File: src/rtl/regfile_alu_pipe_pkg.sv
// Shared opcode encoding and flag bit positions for the register-file/ALU pipeline.
package regfile_alu_pipe_pkg;

    typedef enum logic [2:0] {
        OP_ADD = 3'b000,
        OP_SUB = 3'b001,
        OP_AND = 3'b010,
        OP_OR  = 3'b011,
        OP_XOR = 3'b100,
        OP_SLT = 3'b101,
        OP_SLL = 3'b110,
        OP_SRL = 3'b111
    } alu_op_e;

    localparam int FLAGS_W = 3;
    localparam int FLAG_Z  = 0;
    localparam int FLAG_C  = 1;
    localparam int FLAG_V  = 2;

    function automatic logic is_arith(input alu_op_e op);
        return (op == OP_ADD) || (op == OP_SUB);
    endfunction

endpackage

File: src/rtl/regfile_alu_pipe_if.sv
// Op request, external register write and result handshake between sequencer and pipeline.
interface regfile_alu_pipe_if #(
    parameter int DATA_W = 32,
    parameter int ADDR_W = 5
);
    import regfile_alu_pipe_pkg::*;

    logic                IN_VALID;
    logic                IN_READY;
    alu_op_e             IN_OP;
    logic [ADDR_W-1:0]   IN_RS1;
    logic [ADDR_W-1:0]   IN_RS2;
    logic [ADDR_W-1:0]   IN_RD;
    logic                EXT_WE;
    logic [ADDR_W-1:0]   EXT_WA;
    logic [DATA_W-1:0]   EXT_WD;
    logic                OUT_VALID;
    logic                OUT_READY;
    logic [DATA_W-1:0]   OUT_RESULT;
    logic [ADDR_W-1:0]   OUT_RD;
    logic [FLAGS_W-1:0]  OUT_FLAGS;

    modport master (
        output IN_VALID, IN_OP, IN_RS1, IN_RS2, IN_RD,
        output EXT_WE, EXT_WA, EXT_WD, OUT_READY,
        input  IN_READY, OUT_VALID, OUT_RESULT, OUT_RD, OUT_FLAGS
    );

    modport slave (
        input  IN_VALID, IN_OP, IN_RS1, IN_RS2, IN_RD,
        input  EXT_WE, EXT_WA, EXT_WD, OUT_READY,
        output IN_READY, OUT_VALID, OUT_RESULT, OUT_RD, OUT_FLAGS
    );

endinterface

File: src/rtl/regfile_alu_pipe_alu_core.sv
// Combinational ALU: result plus {V,C,Z}; SUB is computed as A + ~B + 1 so C means "no borrow".
module alu_core
    import regfile_alu_pipe_pkg::*;
#(
    parameter int DATA_W = 32
) (
    input  logic [DATA_W-1:0]  i_a,
    input  logic [DATA_W-1:0]  i_b,
    input  alu_op_e            i_op,
    output logic [DATA_W-1:0]  o_result,
    output logic [FLAGS_W-1:0] o_flags
);
    localparam int SH_W = $clog2(DATA_W);

    logic              w_sub;
    logic [DATA_W-1:0] w_b_eff;
    logic [DATA_W:0]   w_sum;
    logic              w_lt;

    assign w_sub   = (i_op == OP_SUB);
    assign w_b_eff = w_sub ? ~i_b : i_b;
    assign w_sum   = {1'b0, i_a} + {1'b0, w_b_eff} + {{DATA_W{1'b0}}, w_sub};
    assign w_lt    = $signed(i_a) < $signed(i_b);

    always_comb begin
        o_result = '0;
        case (i_op)
            OP_ADD, OP_SUB: o_result = w_sum[DATA_W-1:0];
            OP_AND:         o_result = i_a & i_b;
            OP_OR:          o_result = i_a | i_b;
            OP_XOR:         o_result = i_a ^ i_b;
            OP_SLT:         o_result = {{(DATA_W-1){1'b0}}, w_lt};
            OP_SLL:         o_result = i_a << i_b[SH_W-1:0];
            OP_SRL:         o_result = i_a >> i_b[SH_W-1:0];
            default:        o_result = '0;
        endcase

        o_flags         = '0;
        o_flags[FLAG_Z] = (o_result == '0);
        if (is_arith(i_op)) begin
            o_flags[FLAG_C] = w_sum[DATA_W];
            // Overflow: both addends share a sign that the sum does not.
            o_flags[FLAG_V] = (i_a[DATA_W-1] == w_b_eff[DATA_W-1]) &&
                              (w_sum[DATA_W-1] != i_a[DATA_W-1]);
        end
    end

endmodule

File: src/rtl/regfile_alu_pipe.sv
// Register file + ALU: operand read at issue, EX register, OUT register; result valid two cycles after accept.
// Output backpressure stalls EX; an op reading the destination of the EX op waits until EX advances.
module regfile_alu_pipe
    import regfile_alu_pipe_pkg::*;
#(
    parameter int DATA_W   = 32,
    parameter int ADDR_W   = 5,
    parameter int ZERO_REG = 1
) (
    input  logic              CLK,
    input  logic              RST,
    regfile_alu_pipe_if.slave bus
);
    localparam int NUM_REGS = 2 ** ADDR_W;

    logic [DATA_W-1:0]  r_regs [NUM_REGS];

    logic               r_ex_valid;
    alu_op_e            r_ex_op;
    logic [DATA_W-1:0]  r_ex_a;
    logic [DATA_W-1:0]  r_ex_b;
    logic [ADDR_W-1:0]  r_ex_rd;

    logic               r_out_valid;
    logic [DATA_W-1:0]  r_out_result;
    logic [ADDR_W-1:0]  r_out_rd;
    logic [FLAGS_W-1:0] r_out_flags;

    logic               w_out_adv;
    logic               w_hazard;
    logic               w_in_ready;
    logic               w_accept;
    logic               w_wb;
    logic [DATA_W-1:0]  w_rs1_val;
    logic [DATA_W-1:0]  w_rs2_val;
    logic [DATA_W-1:0]  w_alu_res;
    logic [FLAGS_W-1:0] w_alu_flags;

    function automatic logic f_is_zero(input logic [ADDR_W-1:0] a);
        return (ZERO_REG != 0) && (a == '0);
    endfunction

    // Newest value wins: result waiting in OUT, then a same-cycle external write, then the array.
    function automatic logic [DATA_W-1:0] f_read(input logic [ADDR_W-1:0] a);
        if (f_is_zero(a))
            return '0;
        else if (r_out_valid && (r_out_rd == a))
            return r_out_result;
        else if (bus.EXT_WE && (bus.EXT_WA == a))
            return bus.EXT_WD;
        else
            return r_regs[a];
    endfunction

    assign w_out_adv = !r_out_valid || bus.OUT_READY;
    assign w_hazard  = bus.IN_VALID && r_ex_valid &&
                       (((bus.IN_RS1 == r_ex_rd) && !f_is_zero(bus.IN_RS1)) ||
                        ((bus.IN_RS2 == r_ex_rd) && !f_is_zero(bus.IN_RS2)));
    assign w_in_ready = !RST && (!r_ex_valid || w_out_adv) && !w_hazard;
    assign w_accept   = bus.IN_VALID && w_in_ready;
    assign w_wb       = r_out_valid && bus.OUT_READY && !f_is_zero(r_out_rd);
    assign w_rs1_val  = f_read(bus.IN_RS1);
    assign w_rs2_val  = f_read(bus.IN_RS2);

    alu_core #(.DATA_W(DATA_W)) u_alu (
        .i_a      (r_ex_a),
        .i_b      (r_ex_b),
        .i_op     (r_ex_op),
        .o_result (w_alu_res),
        .o_flags  (w_alu_flags)
    );

    // Writeback is assigned last so it overrides an external write to the same register.
    always_ff @(posedge CLK or posedge RST) begin
        if (RST) begin
            for (int i = 0; i < NUM_REGS; i++) r_regs[i] <= '0;
        end else begin
            if (bus.EXT_WE && !f_is_zero(bus.EXT_WA)) r_regs[bus.EXT_WA] <= bus.EXT_WD;
            if (w_wb) r_regs[r_out_rd] <= r_out_result;
        end
    end

    always_ff @(posedge CLK or posedge RST) begin
        if (RST) begin
            r_ex_valid <= 1'b0;
            r_ex_op    <= OP_ADD;
            r_ex_a     <= '0;
            r_ex_b     <= '0;
            r_ex_rd    <= '0;
        end else if (w_accept) begin
            r_ex_valid <= 1'b1;
            r_ex_op    <= bus.IN_OP;
            r_ex_a     <= w_rs1_val;
            r_ex_b     <= w_rs2_val;
            r_ex_rd    <= bus.IN_RD;
        end else if (w_out_adv) begin
            r_ex_valid <= 1'b0;
        end
    end

    always_ff @(posedge CLK or posedge RST) begin
        if (RST) begin
            r_out_valid  <= 1'b0;
            r_out_result <= '0;
            r_out_rd     <= '0;
            r_out_flags  <= '0;
        end else if (w_out_adv) begin
            r_out_valid <= r_ex_valid;
            if (r_ex_valid) begin
                r_out_result <= w_alu_res;
                r_out_rd     <= r_ex_rd;
                r_out_flags  <= w_alu_flags;
            end
        end
    end

    assign bus.IN_READY   = w_in_ready;
    assign bus.OUT_VALID  = r_out_valid;
    assign bus.OUT_RESULT = r_out_result;
    assign bus.OUT_RD     = r_out_rd;
    assign bus.OUT_FLAGS  = r_out_flags;

endmodule
File: src/flat_wrapper.sv
// flat-port wrapper written by rule: the top's interface ports become plain ports
module regfile_alu_pipe_flat import regfile_alu_pipe_pkg::*;
#(
    parameter int DATA_W   = 32,
    parameter int ADDR_W   = 5,
    parameter int ZERO_REG = 1
)
  (CLK, RST, bus_IN_VALID, bus_IN_OP, bus_IN_RS1, bus_IN_RS2, bus_IN_RD, bus_EXT_WE, bus_EXT_WA, bus_EXT_WD, bus_OUT_READY, bus_IN_READY, bus_OUT_VALID, bus_OUT_RESULT, bus_OUT_RD, bus_OUT_FLAGS);
  regfile_alu_pipe_if #(.DATA_W(DATA_W), .ADDR_W(ADDR_W)) bus_i ();
  input  logic CLK;
  input  logic RST;
  input wire logic [$bits(bus_i.IN_VALID)-1:0] bus_IN_VALID;
  input wire logic [$bits(bus_i.IN_OP)-1:0] bus_IN_OP;
  input wire logic [$bits(bus_i.IN_RS1)-1:0] bus_IN_RS1;
  input wire logic [$bits(bus_i.IN_RS2)-1:0] bus_IN_RS2;
  input wire logic [$bits(bus_i.IN_RD)-1:0] bus_IN_RD;
  input wire logic [$bits(bus_i.EXT_WE)-1:0] bus_EXT_WE;
  input wire logic [$bits(bus_i.EXT_WA)-1:0] bus_EXT_WA;
  input wire logic [$bits(bus_i.EXT_WD)-1:0] bus_EXT_WD;
  input wire logic [$bits(bus_i.OUT_READY)-1:0] bus_OUT_READY;
  output wire logic [$bits(bus_i.IN_READY)-1:0] bus_IN_READY;
  output wire logic [$bits(bus_i.OUT_VALID)-1:0] bus_OUT_VALID;
  output wire logic [$bits(bus_i.OUT_RESULT)-1:0] bus_OUT_RESULT;
  output wire logic [$bits(bus_i.OUT_RD)-1:0] bus_OUT_RD;
  output wire logic [$bits(bus_i.OUT_FLAGS)-1:0] bus_OUT_FLAGS;
  assign bus_i.IN_VALID = bus_IN_VALID;
  assign bus_i.IN_OP = bus_IN_OP;
  assign bus_i.IN_RS1 = bus_IN_RS1;
  assign bus_i.IN_RS2 = bus_IN_RS2;
  assign bus_i.IN_RD = bus_IN_RD;
  assign bus_i.EXT_WE = bus_EXT_WE;
  assign bus_i.EXT_WA = bus_EXT_WA;
  assign bus_i.EXT_WD = bus_EXT_WD;
  assign bus_i.OUT_READY = bus_OUT_READY;
  assign bus_IN_READY = bus_i.IN_READY;
  assign bus_OUT_VALID = bus_i.OUT_VALID;
  assign bus_OUT_RESULT = bus_i.OUT_RESULT;
  assign bus_OUT_RD = bus_i.OUT_RD;
  assign bus_OUT_FLAGS = bus_i.OUT_FLAGS;
  regfile_alu_pipe #(.DATA_W(DATA_W), .ADDR_W(ADDR_W), .ZERO_REG(ZERO_REG)) u_core (.CLK(CLK), .RST(RST), .bus(bus_i));
endmodule
File: config.mk
export PLATFORM = sky130hd
export DESIGN_NAME = regfile_alu_pipe_flat
export DESIGN_NICKNAME = d
export VERILOG_FILES = /design/src/rtl/regfile_alu_pipe_pkg.sv /design/src/rtl/regfile_alu_pipe_if.sv /design/src/rtl/regfile_alu_pipe_alu_core.sv /design/src/rtl/regfile_alu_pipe.sv /design/src/flat_wrapper.sv
export SDC_FILE = /design/constraint.sdc
export NUM_CORES = 2
export LEC_CHECK = 0
export CAP_MARGIN = 20
export CORE_ASPECT_RATIO = 0.6
export CORE_UTILIZATION = 25
export CTS_CLUSTER_DIAMETER = 200
export DETAILED_ROUTE_END_ITERATION = 8
export GPL_TIMING_DRIVEN = 0
export MAX_ROUTING_LAYER = met4
export PLACE_DENSITY = 0.42
export SYNTH_ARGS = -nofsm -noshare
export SYNTH_HDL_FRONTEND = slang
export SYNTH_HIERARCHICAL = 1
export SYNTH_SLANG_ARGS = --single-unit
File: constraint.sdc
create_clock -name CLK -period 63.1 [get_ports CLK]
set_input_delay 12.62 -clock CLK [delete_from_list [all_inputs] [get_ports CLK]]
set_output_delay 12.62 -clock CLK [all_outputs]
set_load 0.03 [all_outputs]
==> flow_summary.ini <==
[grt]
grt_max_degree = 120
antenna_found_initial = 92
grt-ovfl-total = 0
first_global_vias = 74400
grtUsageTotal_pct = 37.9
global_route_wire_length_before_repair_um = 779000

[clock_tree]
cts-resized-gates = 0
clkSinkCount = 1138
h-tree-depth = 4
cts.repair_timing.setup_buffer_count = 0
tritoncts = built
clkSlewWorstSetupHoldPaths_ns = 0.07
cts_hold_repair.buffers = 0
root_buffer_cell = sky130_fd_sc_hd__clkbuf_16
cts-buffers-inserted = 139
cts_buffer_depth = 4
insertion_delay_ns = 0.87

[drt]
drtAntennaViolNets = 0
route.top_layer_used = met4
routed_wirelength_um = 611000
wire_per_inst_um = 46.9
num_vias = 82900
wl_met2_um = 205000
detail_route.wirelength.met1_um = 266000
drt-vias-per-instance = 6.37
route.met3.wl_um = 120000
drtPass1Iterations = 9
drt_iter0_markers = 16200
detail_route.drc_violations = 0

[synth]
post_synthesis_instance_total = 8215
synthesis.area_sq_um = 79500
syn_area_per_cell_sq_um = 9.68
netlist-cell-type-count = 93
syn_nets = 8404
number_of_flops_mapped_to_enable_cells_by_yosys = 0
synthFlopType = sky130_fd_sc_hd__dfrtp_1
sequential_to_total_area_share_from_yosys_stat_pct = 35.8
ys_warn_count = 6
postSynthRegisterBits = 1138
ys_async_sr_fraction_pct = 100

[place]
port_buffers = 77
routabilityCongestion = 1.11
dp.final_hpwl_um = 479000

[worst_setup_path]
worst_setup_path_start_kind = input port
crit-reg2reg-launch = u_core/r_ex_op[1]
timing.critical_path.cells = clkdlybuf4s50_1, buf_2, xnor2_1, nand4_1, nand2_1, a21o_1, a21oi_1, clkdlybuf4s50_1
end_kind = output port
critical_path.max_stage_delay_ns = 0.89
arrival_ns = 15.74
critical-path-top-cell-by-count = sky130_fd_sc_hd__clkdlybuf4s50_1
timing.reg2reg.worst_path_depth = 21
timing.rr.end = u_core/bus.OUT_FLAGS[0]
crit_path_top_delay_cell = sky130_fd_sc_hd__buf_2
critical_path_required_ns = 50.48
critPathKind = in2out
timing.reg2reg.setup_slack_ns = 53.89
critical_path_fanouts_max = 15

[floorplan]
num_rows = 159
design.portCount = 102
design.core.area_sq_um = 315000
initial_cell_density_of_the_core_pct = 25.3
die_y_um = 439
design.die.area_sq_um = 320000
die_x_um = 730

[timing]
finalSetupViolations = 0
slew-limit-headroom_pct = 4.98
fin_crit_ns = 28.36
grt_setup_unrepaired = false
tightest_slew_ns = 1.39
clock_skew_ns = 0.0565
finalHoldWorstSlack_ns = 0.488
period_share_pct = 44.9
report.final.slew_viol_count = 0
max_freq_mhz = 35.3
hold_violations = 0

[hold_path]
timing.hold.worst.start = u_core/r_regs[993]
min_path_type = reg2reg
min_delay_worst_endpoint = u_core/r_regs[993]
whs_path_depth = 1

[outcome]
outcome = finished, final reports clean

[finish]
drive_above_1_share_pct = 15.1
final_core_util_pct = 29.8
layout-area-overhead-vs-synth_pct = 18.0
layout.nets = 8829
fillers = 32900

[pwr]
post-layout-total-power_mw = 4.74
power_density_nw_per_um2 = 50.5
total_leakage_power_nw = 39.0
vdd_ir_drop_max_uv = 22.3

[flow_run]
cap_violations = 0
-- routing by layer --
metal,GRT usage [%],up-vias
met5,-,-
met4,11.1,0
met3,26.6,998
met2,41.8,7544
met1,51.9,43300
li1,-,31000
-- where the power goes --
group / internal, mW / total (mW) / switching (mW)
sequential: 1.06 / 1.46 / 0.406
combinational: 0.821 / 2.43 / 1.60
clock: 0.469 / 0.850 / 0.380
total: 2.35 / 4.74 / 2.39
-- cell type report --
| class | count | area (sq um) | share of cell area (%) |
|---|---|---|---|
| timing repair buffer | 284 | 4290 | 4.57 |
| antenna | 97 | 243 | 0.259 |
| multi-input combinational | 6011 | 46600 | 49.7 |
| sequential | 1138 | 28500 | 30.4 |
| inverter | 83 | 324 | 0.345 |
| clock buffer | 201 | 4020 | 4.28 |
| buffer | 983 | 4280 | 4.56 |
| tap | 4186 | 5240 | 5.58 |
| clock inverter | 30 | 354 | 0.377 |
-- placed cells by master (no fill, tap or decap), drive strengths merged, types with 26 or more instances in the layout --
cell type | synthesis | routed
a211oi | 36 | 36
a21oi | 467 | 467
a221o | 39 | 39
a22o | 33 | 33
a22oi | 40 | 40
a31oi | 79 | 79
a32oi | 67 | 67
and3 | 52 | 52
buf | 316 | 523
clkbuf | 667 | 868
clkdlybuf4s50 | 0 | 77
dfrtp | 1138 | 1138
diode | 0 | 97
ha | 128 | 128
inv | 81 | 83
mux2 | 188 | 188
mux2i | 1314 | 1314
mux4 | 386 | 386
nand2 | 1149 | 1149
nand3 | 79 | 79
nand4 | 26 | 26
nor2 | 403 | 403
nor3 | 29 | 29
o2111ai | 36 | 36
o21ai | 927 | 927
o221ai | 134 | 134
o22ai | 78 | 78
xnor2 | 59 | 59
-- state kept, by name (all words and copies together) (netlist names), 3 cells and up --
signal	flops
u_core/r_ex_op	3
u_core/bus.OUT_RD	5
u_core/r_ex_a	32
u_core/r_ex_rd	5
u_core/r_ex_b	32
u_core/bus.OUT_RESULT	32
u_core/r_regs	1024
u_core/bus.OUT_FLAGS	3
-- how the worst max path moves through the flow --
| stage | end | slack, ns | start |
|---|---|---|---|
| 6_report | bus_IN_READY | 34.74 | bus_IN_RS2[1] |
| 5_1_grt | bus_IN_READY | 34.79 | bus_IN_RS2[1] |
| 4_1_cts | bus_IN_READY | 34.91 | bus_IN_RS2[1] |
| 3_5_place_dp | bus_IN_READY | 34.92 | bus_IN_RS2[1] |
| 3_3_place_gp | u_core/r_regs[16] | -0.16 | RST |
| 2_1_floorplan | u_core/bus.OUT_FLAGS[0] | 18.41 | RST |
-- per-stage QoR --
step                TNS (ns)  area [sq um]  instances  worst slack (ns)
finish                     0         93800      13000             34.74
global route               0         93700      13000             34.79
CTS                        0         92900      12900             34.91
detailed placement         0         88600      12600             34.92
global placement      -19.39         85500      12500            -0.161
floorplan                  0         79500       8215             18.41
-- Yosys cell counts, types with 13 or more instances --
cell,count,area (sq um)
sky130_fd_sc_hd__a22oi_1,40,300
sky130_fd_sc_hd__nor4_1,15,93.8
sky130_fd_sc_hd__buf_4,32,240
sky130_fd_sc_hd__inv_1,79,297
sky130_fd_sc_hd__a31oi_1,78,488
sky130_fd_sc_hd__a21o_1,16,120
sky130_fd_sc_hd__xnor2_1,59,517
sky130_fd_sc_hd__buf_1,70,263
sky130_fd_sc_hd__o22ai_1,78,488
sky130_fd_sc_hd__and2_1,13,81.3
sky130_fd_sc_hd__dfrtp_1,1138,28500
sky130_fd_sc_hd__nand3_1,79,395
sky130_fd_sc_hd__o221ai_2,22,330
sky130_fd_sc_hd__mux2_2,172,1940
sky130_fd_sc_hd__xor2_1,21,184
sky130_fd_sc_hd__nor2b_1,22,138
sky130_fd_sc_hd__mux2i_1,1314,13200
sky130_fd_sc_hd__o221ai_1,112,981
sky130_fd_sc_hd__a32oi_1,67,587
sky130_fd_sc_hd__nand2_1,1149,4310
sky130_fd_sc_hd__ha_1,128,1600
sky130_fd_sc_hd__nand2b_1,17,106
sky130_fd_sc_hd__o21ai_0,753,3770
sky130_fd_sc_hd__a22o_1,33,289
sky130_fd_sc_hd__mux4_2,369,8310
sky130_fd_sc_hd__a221o_1,39,390
sky130_fd_sc_hd__mux4_1,17,447
sky130_fd_sc_hd__and3_1,52,325
sky130_fd_sc_hd__o21ai_1,173,866
sky130_fd_sc_hd__o211ai_1,22,165
sky130_fd_sc_hd__o2111ai_1,36,315
sky130_fd_sc_hd__a211oi_1,36,270
sky130_fd_sc_hd__a21oi_1,467,2340
sky130_fd_sc_hd__buf_2,197,986
sky130_fd_sc_hd__nor2_1,403,1510
sky130_fd_sc_hd__clkbuf_1,667,2500
sky130_fd_sc_hd__mux2_1,14,158
sky130_fd_sc_hd__nor3_1,29,145
sky130_fd_sc_hd__nand4_1,26,163
-- cells by family (layout without fill, tap and decap cells) --
| group | Yosys count | after routing | share of synthesized area (%) |
|---|---|---|---|
| compound gates | 2050 | 2050 | 15.6 |
| mux | 1888 | 1888 | 30.2 |
| simple gates | 1864 | 1864 | 9.71 |
| flops | 1138 | 1138 | 35.8 |
| buf+inv | 1066 | 1581 | 5.72 |
| fa+ha+maj | 129 | 129 | 2.04 |
| xor+xnor | 80 | 80 | 0.881 |
| other cells | 0 | 97 | 0 |
-- worst max-delay path: cells and delay by family --
kind,cells,cell delay [ns]
buffers and inverters,3,2.28
AND/OR/NAND/NOR,2,0.32
XOR/XNOR,1,0.16
AO/OA/AOI/OAI,2,0.34
Power figures use the tool's default switching activity.
